==> config.mk <==
export PLATFORM = sky130hd
export DESIGN_NAME = alu_share_ctrl
export DESIGN_NICKNAME = d
export VERILOG_FILES = /design/src/rtl/alu_ctrl_pkg.sv /design/src/rtl/rr_arbiter.sv /design/src/rtl/alu_share_ctrl.sv
export SDC_FILE = /design/constraint.sdc
export NUM_CORES = 1
export LEC_CHECK = 0
export ABC_AREA = 0
export CAP_MARGIN = 20
export CORE_ASPECT_RATIO = 1.4
export CORE_UTILIZATION = 29
export CTS_BUF_LIST = sky130_fd_sc_hd__clkbuf_4
export DETAILED_ROUTE_END_ITERATION = 7
export PLACE_DENSITY = 0.66
export SYNTH_ARGS = -nofsm -noshare
export SYNTH_HDL_FRONTEND = slang
export SYNTH_SLANG_ARGS = --single-unit
export TNS_END_PERCENT = 10
==> constraint.sdc <==
create_clock -name clk -period 2.21 [get_ports clk]
set_input_delay 0.442 -clock clk [delete_from_list [all_inputs] [get_ports clk]]
set_output_delay 0.442 -clock clk [all_outputs]
set_load 0.005 [all_outputs]
==> src/rtl/alu_ctrl_pkg.sv <==
// alu_ctrl_pkg: opcodes, FSM state encoding and helpers shared by alu_share_ctrl.
package alu_ctrl_pkg;
    localparam logic [2:0] OP_ADD = 3'b000;
    localparam logic [2:0] OP_SUB = 3'b001;
    localparam logic [2:0] OP_AND = 3'b010;
    localparam logic [2:0] OP_OR  = 3'b011;

    typedef enum logic [1:0] {
        S_IDLE = 2'd0,
        S_EXEC = 2'd1,
        S_RESP = 2'd2
    } state_t;

    function automatic logic is_legal_op(input logic [2:0] op);
        return !op[2];
    endfunction
endpackage

==> src/rtl/rr_arbiter.sv <==
// rr_arbiter: combinational round-robin pick of the first request at or after ptr.
module rr_arbiter #(
    parameter int N = 2,
    localparam int PW = (N > 1) ? $clog2(N) : 1
) (
    input  logic [N-1:0]  req,
    input  logic [PW-1:0] ptr,
    output logic [N-1:0]  gnt,
    output logic [PW-1:0] gnt_idx
);
    // Scan from the farthest offset down so the nearest request to ptr wins.
    always_comb begin
        gnt     = '0;
        gnt_idx = '0;
        for (int k = N - 1; k >= 0; k--) begin
            if (req[(int'(ptr) + k) % N]) begin
                gnt                          = '0;
                gnt[(int'(ptr) + k) % N]     = 1'b1;
                gnt_idx                      = PW'((int'(ptr) + k) % N);
            end
        end
    end
endmodule

==> src/rtl/alu_share_ctrl.sv <==
// alu_share_ctrl: round-robin sharing of one external ALU between N_REQ requesters,
// with registered operands, a one-cycle execute slot and a held response.
module alu_share_ctrl
    import alu_ctrl_pkg::*;
#(
    parameter int N_REQ = 2,
    parameter int W     = 32
) (
    input  logic               clk,
    input  logic               reset,
    input  logic [N_REQ-1:0]   req_valid,
    output logic [N_REQ-1:0]   req_ready,
    input  logic [3*N_REQ-1:0] req_op,
    input  logic [W*N_REQ-1:0] req_a,
    input  logic [W*N_REQ-1:0] req_b,
    output logic [N_REQ-1:0]   rsp_valid,
    input  logic [N_REQ-1:0]   rsp_ready,
    output logic [W-1:0]       rsp_result,
    output logic               rsp_zero,
    output logic               rsp_err,
    output logic               busy,
    output logic [W-1:0]       alu_in1,
    output logic [W-1:0]       alu_in2,
    output logic [2:0]         alu_ctrl,
    input  logic [W-1:0]       alu_result
);
    localparam int PW = (N_REQ > 1) ? $clog2(N_REQ) : 1;
    localparam logic [N_REQ-1:0] LSB = N_REQ'(1);

    state_t        r_state, w_next;
    logic [PW-1:0] r_rr_ptr, r_own, w_gnt_idx, w_ptr_nxt;
    logic [N_REQ-1:0] w_gnt;
    logic [2:0]    r_op;
    logic [W-1:0]  r_a, r_b, r_result;
    logic          r_zero, r_err;
    logic          w_accept, w_drive;

    rr_arbiter #(.N(N_REQ)) u_arb (
        .req     (req_valid),
        .ptr     (r_rr_ptr),
        .gnt     (w_gnt),
        .gnt_idx (w_gnt_idx)
    );

    assign w_accept  = (r_state == S_IDLE) && (|req_valid);
    assign w_ptr_nxt = (w_gnt_idx == PW'(N_REQ - 1)) ? '0 : w_gnt_idx + 1'b1;
    // Illegal ops never reach the ALU: its inputs stay at zero.
    assign w_drive   = (r_state == S_EXEC) && is_legal_op(r_op);

    always_comb begin
        w_next = r_state;
        case (r_state)
            S_IDLE:  w_next = (|req_valid) ? S_EXEC : S_IDLE;
            S_EXEC:  w_next = S_RESP;
            S_RESP:  w_next = rsp_ready[r_own] ? S_IDLE : S_RESP;
            default: w_next = S_IDLE;
        endcase
    end

    always_ff @(posedge clk) begin
        if (reset) begin
            r_state  <= S_IDLE;
            r_rr_ptr <= '0;
            r_own    <= '0;
            r_op     <= '0;
            r_a      <= '0;
            r_b      <= '0;
            r_result <= '0;
            r_zero   <= 1'b0;
            r_err    <= 1'b0;
        end else begin
            r_state <= w_next;
            if (w_accept) begin
                r_own    <= w_gnt_idx;
                r_op     <= req_op[3*w_gnt_idx +: 3];
                r_a      <= req_a[W*w_gnt_idx +: W];
                r_b      <= req_b[W*w_gnt_idx +: W];
                r_rr_ptr <= w_ptr_nxt;
            end
            if (r_state == S_EXEC) begin
                r_result <= w_drive ? alu_result : '0;
                r_zero   <= w_drive ? (alu_result == '0) : 1'b1;
                r_err    <= !w_drive;
            end
        end
    end

    assign req_ready  = (r_state == S_IDLE && !reset) ? w_gnt : '0;
    assign rsp_valid  = (r_state == S_RESP) ? (LSB << r_own) : '0;
    assign rsp_result = r_result;
    assign rsp_zero   = r_zero;
    assign rsp_err    = r_err;
    assign busy       = (r_state != S_IDLE);
    assign alu_in1    = w_drive ? r_a : '0;
    assign alu_in2    = w_drive ? r_b : '0;
    assign alu_ctrl   = w_drive ? r_op : 3'b000;
endmodule

; Word-level counts from Yosys, hierarchy flattened
; Index checks and enable logic that the tools add are counted.
[totals]
regBits = 105
word_cells = 62
inputBits = 172
out_inout_bits = 106
[op_classes]
reduce_logical = 12
n_mux = 26
add_sub_neg = 2
order_cmp = 5
bitwise = 1
mul = 1
n_shift = 4
eq_ne = 2
[ops]
columns = operator, n
row1 = indexed part select 64 x 7 -> 32 bit, 2
row2 = 2-to-1 mux 32 bit, 3
row3 = zero test 32 bit, 1
row4 = 2-to-1 mux 1 bit, 14
row5 = 2-to-1 mux 2 bit, 5
row6 = one-hot mux 2 bit (3 select lines), 1
row7 = indexed part select 6 x 4 -> 3 bit, 1
row8 = logical AND 1 bit, 5
row9 = < comparator 1 x 2 -> 1 bit (second input constant), 2
row10 = zero test 1 bit, 3
row11 = < comparator 2 x 3 -> 1 bit (second input constant), 1
row12 = multiplier 2 x 1 -> 3 bit (first input constant), 1
row13 = 2-to-1 mux 3 bit, 1
row14 = adder 1 bit (second input constant), 2
row15 = demux 1 bit (select 1 bit), 2
row16 = == test 2 x 1 -> 1 bit (second input constant), 1
row17 = == test 2 bit (second input constant), 1
row18 = greater-or-equal comparator 2 x 1 -> 1 bit (second input constant), 1
row19 = zero test 2 bit, 1
row20 = nonzero test 2 bit, 1
row21 = OR reduction 2 bit, 1
row22 = left shift 1 x 1 -> 2 bit (first input constant), 1
row23 = bitwise AND 1 bit (first input constant), 1
row24 = greater-or-equal comparator 1 bit (second input constant), 1

; Logic depth before layout (Yosys ltp)
; Gate-level depths: netlist of run 1.
[depth]
ltp_word = 9
depth_mapped = 7
mapped_depth_nobuf = 5

; By module
; A second synthesis of run 1 with hierarchy kept.
[hier_totals]
hier_cells = 563
hier_area_um2 = 5391.4
[by_module_without_submodules]
columns = module, seq_area_each_um2, area_per_inst_um2, cells_per_inst, n_inst
row1 = alu_share_ctrl, 2102.0, 5365.1, 559, 1
row2 = rr_arbiter, 0.0, 26.3, 4, 1

; Least setup slack after synthesis of run 1
; OpenSTA, ideal clock, no wires.
[synth_path]
path_type = register to output
start = register r_state[1]
end = output port alu_ctrl[0]
path_stages_with_launch = 7
path_buffers = 3
path_slack_ps = 572
t_required_ps = 1768
arrival_ps = 1196
cell_sequence = dfxtp_1 nand2b_1 buf_2 nor2_2 buf_2 clkbuf_2 and2_1
[synth_between]
elab_chain_cells = 3
[synth_rtl]
columns = item, line_no
row1 = from (decl), alu_share_ctrl.sv:30  ; state_t r_state, w_next;
row2 = from (signal assigned), alu_share_ctrl.sv:72  ; r_state <= w_next;
row3 = == test 2 x 1 -> 1 bit, alu_share_ctrl.sv:48  ; assign w_drive = (r_state == S_EXEC) && is_legal_op(r_op);
row4 = logical AND 1 bit, alu_share_ctrl.sv:48
row5 = 2-to-1 mux 3 bit, alu_share_ctrl.sv:96  ; assign alu_ctrl = w_drive ? r_op : 3'b000;
row6 = to (decl), alu_share_ctrl.sv:24  ; output logic [2:0] alu_ctrl,
; No other way between the ends.

; Final worst setup path of run 1
[layout_path]
start = register r_state[1]
end = output port alu_in1[27]
[layout_between]
elab_chain_cells = 3
[layout_rtl]
columns = item, line_no
row1 = == test 2 x 1 -> 1 bit, alu_share_ctrl.sv:48
row2 = logical AND 1 bit, alu_share_ctrl.sv:48
row3 = 2-to-1 mux 32 bit, alu_share_ctrl.sv:94  ; assign alu_in1 = w_drive ? r_a : '0;
row4 = to (decl), alu_share_ctrl.sv:22  ; output logic [W-1:0] alu_in1,
; No other way between the ends.

==> results of run 1 <==
cell type report:
cell class,instances,area (um2)
Tap cell,192,240
Inverter,1,3.75
Clock inverter,7,75.1
Clock buffer,9,67.6
Fill cell,1446,7400
Timing Repair Buffer,313,3000
Multi-Input combinational cell,336,2160
Sequential cell,105,2100
Antenna cell,1,2.50
stage by stage:
stage | setup TNS (ns) | setup slack [ns] | power (mW)
after detailed placement | -0.116 | -0.0723 | 3.39
after floorplan | 0 | 0.572 | 2.73
after CTS | -1.55 | -0.144 | 4.55
after global routing | -1.02 | -0.0749 | 4.74
after global placement | -0.0884 | -0.0676 | 3.36
final | 0 | 0.0469 | 4.49
sequential cells by signal, indices dropped and copies added, names as in the netlist:
register,flops
r_a,32
r_b,32
rsp_result,32
r_op,3
r_state,2
r_own,1
r_rr_ptr,1
rsp_err,1
rsp_zero,1
worst reg2reg max path, delay by kind of cell, from the launching register on:
kind,cells,cell delay [ns]
buf+inv,5,0.75
compound gates,1,0.15
simple gates,3,0.40
flops,1,0.37
report_power, final:
group          internal, mW  switching [mW]  leakage (nW)
registers              2.06          0.0893         0.863
clock network         0.357           0.655        0.0763
logic                 0.771           0.557          2.10
total                  3.19            1.30          3.04
cell usage in the layout (no fill, tap or decap), types with 4 or more instances in the layout:
cell | synthesis | routed
nand3b_1 | 33 | 33
clkbuf_2 | 3 | 6
and2_1 | 66 | 55
buf_12 | 0 | 5
buf_4 | 4 | 21
clkbuf_4 | 0 | 9
nor2_1 | 72 | 72
a222oi_1 | 67 | 67
a21oi_1 | 34 | 34
buf_6 | 6 | 4
dfxtp_1 | 105 | 103
nor4_1 | 8 | 8
clkdlybuf4s50_1 | 0 | 204
buf_2 | 14 | 47
clkdlybuf4s15_2 | 0 | 12
nor3_1 | 5 | 5
buf_16 | 0 | 5
nand2_1 | 34 | 34
and2_4 | 0 | 11
routing by layer:
metal	share of wire [%]	up-vias	global-route usage, %
li1	-	2357	-
met1	38	2410	23.6
met2	52	243	37.1
met3	7.2	25	4.59
met4	2.3	0	7.67
met5	0	-	0
how the worst max path moves through the flow:
stage                             from           end  slack (ns)  cells past startpoint
final                       r_state[1]   alu_in1[27]        0.05                      8
after global routing        r_state[1]   alu_in1[25]       -0.07                      7
after CTS                   r_state[1]    alu_in1[2]       -0.14                      8
after detailed placement  req_valid[0]  req_ready[0]       -0.07                      4
after global placement    req_valid[0]  req_ready[0]       -0.07                      4
after floorplan             r_state[1]   alu_ctrl[0]        0.57                      6
kinds of logic (layout without fill, tap and decap cells):
| family | count (synthesis) | after routing | share of synthesized area [%] |
|---|---|---|---|
| mux | 1 | 1 | 0.223 |
| buf+inv | 54 | 330 | 6.34 |
| other cells | 1 | 2 | 0.0837 |
| compound gates | 104 | 104 | 19.4 |
| simple gates | 230 | 230 | 27.1 |
| flops | 105 | 105 | 46.9 |
timing repair:
item                                    in CTS  in global routing
gates resized for setup                    250                 36
endpoints found under the setup margin      69                 52
buffers inserted                            13                  0
cloned                                       5                  1
pin swaps                                    3                  3
==> flow_summary.json, run 1 <==
{
  "fin_hold_ws_ns": 0.462,
  "ys_seq_area_share_pct": 46.9,
  "fin_worst_skew_ns": 0.0240,
  "synth_area_leaders": "dfxtp_1 (47%), a222oi_1 (15%), and2_1 (9.2%), nor2_1 (6.0%), nand3b_1 (5.5%)",
  "final_util_pct": 50.8,
  "gp_congestion": 0.784,
  "ys_async_sr_fraction_pct": 0,
  "wl_um": 17100,
  "cpMaxStageDelayCell": "dfxtp_2",
  "timing.slew.headroom_pct": 59.5,
  "ir_drop_mv": 0.266,
  "syn-num-nets": 667,
  "grt_max_degree": 106,
  "synth_edf_count": 0,
  "synthFlopType": "dfxtp_1",
  "cp.arrival_ns": 1.72,
  "drv_cap": 0,
  "area_growth_pct": 70.9,
  "ys_ff_latch": 105,
  "hold_path_end": "rsp_result[10]",
  "die_w_um": 107,
  "grt_pass1_wl_um": 25500,
  "worst-path-max-fanout": 4,
  "die_h_um": 149,
  "netlist_area_um2": 4480,
  "synth_area_per_cell_um2": 9.05,
  "power_density_nw_per_um2": 587,
  "grt_use_total_pct": 20.6,
  "synth_cell_types": 27,
  "critPathKind": "reg -> out",
  "grt_pass1_vias": 5034,
  "setup_viol": 0,
  "start_kind": "flip-flop",
  "holdBufCountCts": 0,
  "reg2reg_slack_ns": 0.48,
  "cts_root_buffer": "clkbuf_4",
  "holdPathStages": 2,
  "slew_violations": 0,
  "drc": 0,
  "synth.most_common_cell": "dfxtp_1",
  "yosysTopAreaCell": "dfxtp_1",
  "leakage_nw": 3.04,
  "crit_family": "buffers and inverters",
  "r2r-start": "r_state[0]",
  "path_cells": "nand2b_4 -> nor2_4 -> buf_6 -> buf_8 -> buf_16 -> buf_6 -> and2_1 -> buf_2",
  "ant_nets": 0,
  "placed_area_um2": 7390,
  "hold_violations": 0,
  "cts_tree": "done",
  "yosysTopAreaCellShare_pct": 46.9,
  "grt_remaining_overflow": 0,
  "cts_num_sinks": 105,
  "outcome": "complete, no violations",
  "core_area_um2": 15100,
  "clockBufferDepth": 2,
  "timing.final.crit_share_pct": 97.9,
  "fp-row-count": 53,
  "drt_first_pass_iters": 7,
  "drive_gt1_share_pct": 18.3,
  "start_util_pct": 29.8,
  "initialDrtViolationCount": 427,
  "die_area_um2": 16000,
  "io_pins": 278,
  "rsz0062_at_grt": "yes",
  "via_count": 5035,
  "max_slew.worst_pin.slew_ns": 0.608,
  "reg2reg_to": "r_a[16]",
  "hold_path.class": "reg -> reg",
  "grt_antenna_before_repair": 1,
  "path_buf_inv": 5,
  "fin_nets": 938,
  "clkTransAtPathRegs_ns": 0.16,
  "synthCells": 495,
  "cts_max_level": 3,
  "insertion_delay_ns": 0.45,
  "cp-end-kind": "primary output",
  "portBuffers": 276,
  "max_stage_delay_ns": 0.36,
  "hpwlAfterDp_um": 11500,
  "cp.required_ns": 1.77,
  "netlist_top_cells_count": "dfxtp_1 (105), nor2_1 (72), a222oi_1 (67), and2_1 (66)",
  "worstRegToRegCells": 9,
  "stdcell_count": 964,
  "design_area_um2": 7650,
  "avgViaCountPerCell": 5.22,
  "min_from": "rsp_result[10]",
  "cts_made_buffers": 9,
  "routedWlPerCell_um": 17.7,
  "yosys_warnings": 0,
  "cpMostUsedCell": "buf_6",
  "fmax_mhz": 462,
  "dp.cells": 928,
  "min_period_ns": 2.16
}
No activity file was read; power rests on OpenSTA's default activity.
==> run 2: changes to the inputs <==
CAP_MARGIN = default   (was 20)
SKIP_CTS_REPAIR_TIMING = 1   (was default)
==> run 2 against run 1 <==
Count of clock-buffer cells in the layout stayed put. Core utilization grew 1.1 points. Final area up 2.1%. Clock skew is 0.0027 ns higher. Routed wire length is 2.5% lower. Critical path depth decreased by 2. Via count fell by 1.6%. Worst hold slack barely moved. Maximum frequency up 2.3%. First-iteration DRC count is 11% higher. Non-clock buffer count fell by 13. Critical path type unchanged. Largest cell class unchanged.
==> flow_summary.json, run 2 (synthesis gave the netlist of run 1 again) <==
{
  "outcome": "complete, no violations",
  "leakage_nw": 4.00,
  "setup_slack_ns": 0.0953,
  "setup_viol": 0,
  "fin_nets": 925,
  "cp.arrival_ns": 1.67,
  "timing.slew.headroom_pct": 25.1,
  "core_area_um2": 15100,
  "area_growth_pct": 74.5,
  "power_mw": 4.41,
  "drc": 0,
  "drive_gt1_share_pct": 7.26,
  "die_w_um": 107,
  "final_cell_mix": "clkdlybuf4s50_1 (206), dfxtp_1 (103), nor2_1 (72)",
  "via_count": 4956,
  "stdcell_count": 951,
  "drv_cap": 0,
  "avgViaCountPerCell": 5.21,
  "fmax_mhz": 473,
  "gp_congestion": 0.784,
  "max_slew.worst_pin.slew_ns": 1.12,
  "clkTransAtPathRegs_ns": 0.16,
  "cts_root_buffer": "clkbuf_4",
  "design_area_um2": 7820,
  "timing.final.crit_share_pct": 95.7,
  "placed_area_um2": 7390,
  "insertion_delay_ns": 0.44,
  "fp-row-count": 53,
  "grt_use_total_pct": 19.3,
  "grt_remaining_overflow": 0,
  "io_pins": 278,
  "final_common_cell": "clkdlybuf4s50_1",
  "drt_first_pass_iters": 6,
  "hold_violations": 0,
  "worst-path-max-fanout": 22,
  "holdPathStages": 2,
  "cts_made_buffers": 9,
  "portBuffers": 276,
  "hold_path_end": "rsp_result[10]",
  "clockBufferDepth": 2,
  "start_util_pct": 29.8,
  "cp.required_ns": 1.77,
  "routedWlPerCell_um": 17.5,
  "grt_pass1_wl_um": 24200,
  "grt_antenna_before_repair": 1,
  "hold_path.class": "reg -> reg",
  "cts_tree": "done",
  "rsz0062_at_grt": "yes",
  "die_area_um2": 16000,
  "die_h_um": 149,
  "cp-end-kind": "primary output",
  "wl_um": 16700,
  "critPathKind": "reg -> out",
  "slew_violations": 0,
  "dp.cells": 928,
  "min_from": "rsp_result[10]",
  "power_density_nw_per_um2": 564,
  "ant_nets": 0,
  "cts_max_level": 3,
  "start_kind": "flip-flop",
  "reg2reg_slack_ns": 0.46,
  "hpwlAfterDp_um": 11500,
  "worstRegToRegCells": 9,
  "reg2reg_to": "r_a[13]",
  "ir_drop_mv": 0.247,
  "dpl_worst_slack_ns": -0.0723,
  "fin_worst_skew_ns": 0.0267,
  "cts_num_sinks": 105,
  "min_period_ns": 2.11,
  "final_util_pct": 51.9,
  "grt_max_degree": 106,
  "initialDrtViolationCount": 473,
  "grt_pass1_vias": 4912,
  "r2r-start": "r_state[0]"
}
[run 2: cell types whose count changed in the layout (fill, tap and decap cells not counted), moves of 5 or more]
cell	previous run	this run
clkdlybuf4s15_2	12	0
and2_4	11	1
buf_16	5	0
dlymetal6s2s_1	1	67
buf_2	47	0
and2_1	55	65
[run 2: metrics by stage]
step / TNS (ns) / hold WS, ns
2_1_floorplan: 0 / 0.448
3_3_place_gp: -0.0884 / 0.437
3_5_place_dp: -0.116 / 0.443
4_1_cts: -26.72 / 0.463
5_1_grt: -0.0753 / 0.483
6_report: 0 / 0.461
[run 2: worst max path at each step]
| stage | from | to | slack, ns | depth (start not counted) |
|---|---|---|---|---|
| 2_1_floorplan | r_state[1] | alu_ctrl[0] | 0.57 | 6 |
| 3_5_place_dp | req_valid[0] | req_ready[0] | -0.07 | 4 |
| 6_report | r_state[1] | alu_in2[24] | 0.1 | 6 |
| 4_1_cts | r_state[1] | alu_in2[5] | -0.45 | 5 |
| 5_1_grt | r_state[1] | alu_in1[11] | -0.02 | 6 |
| 3_3_place_gp | req_valid[0] | req_ready[0] | -0.07 | 4 |
[run 2: area by class of cell]
cell class,instances,area [um2]
diodes,1,2.50
clock buffers,9,67.6
clock inverters,7,75.1
fillers,1387,7240
inverters,1,3.75
multi-input cells,336,2130
flip-flops and latches,105,2100
well taps,192,240
repair buffers,300,3190
[run 2: metal layers]
layer	GRT usage [%]	up-vias	routed length (um)
met3	4.72	17	1210
met2	34.9	226	8780
met4	6.71	0	234
li1	-	2333	-
met1	22.0	2380	6430
met5	0	-	0
[run 2: report_power, final]
part	leakage, nW	total [mW]	internal (mW)	switching (mW)
sequential	0.863	2.15	2.06	0.0890
combinational	3.06	1.25	0.717	0.529
clock	0.0763	1.01	0.357	0.651
[run 2: worst max-delay path, stage by stage (launching register included)]
cell,delay [ns]
dfxtp_2,0.37
nand2b_4,0.15
nor2_4,0.12
buf_12,0.14
buf_12,0.15
and2_1,0.13
dlymetal6s2s_1,0.17
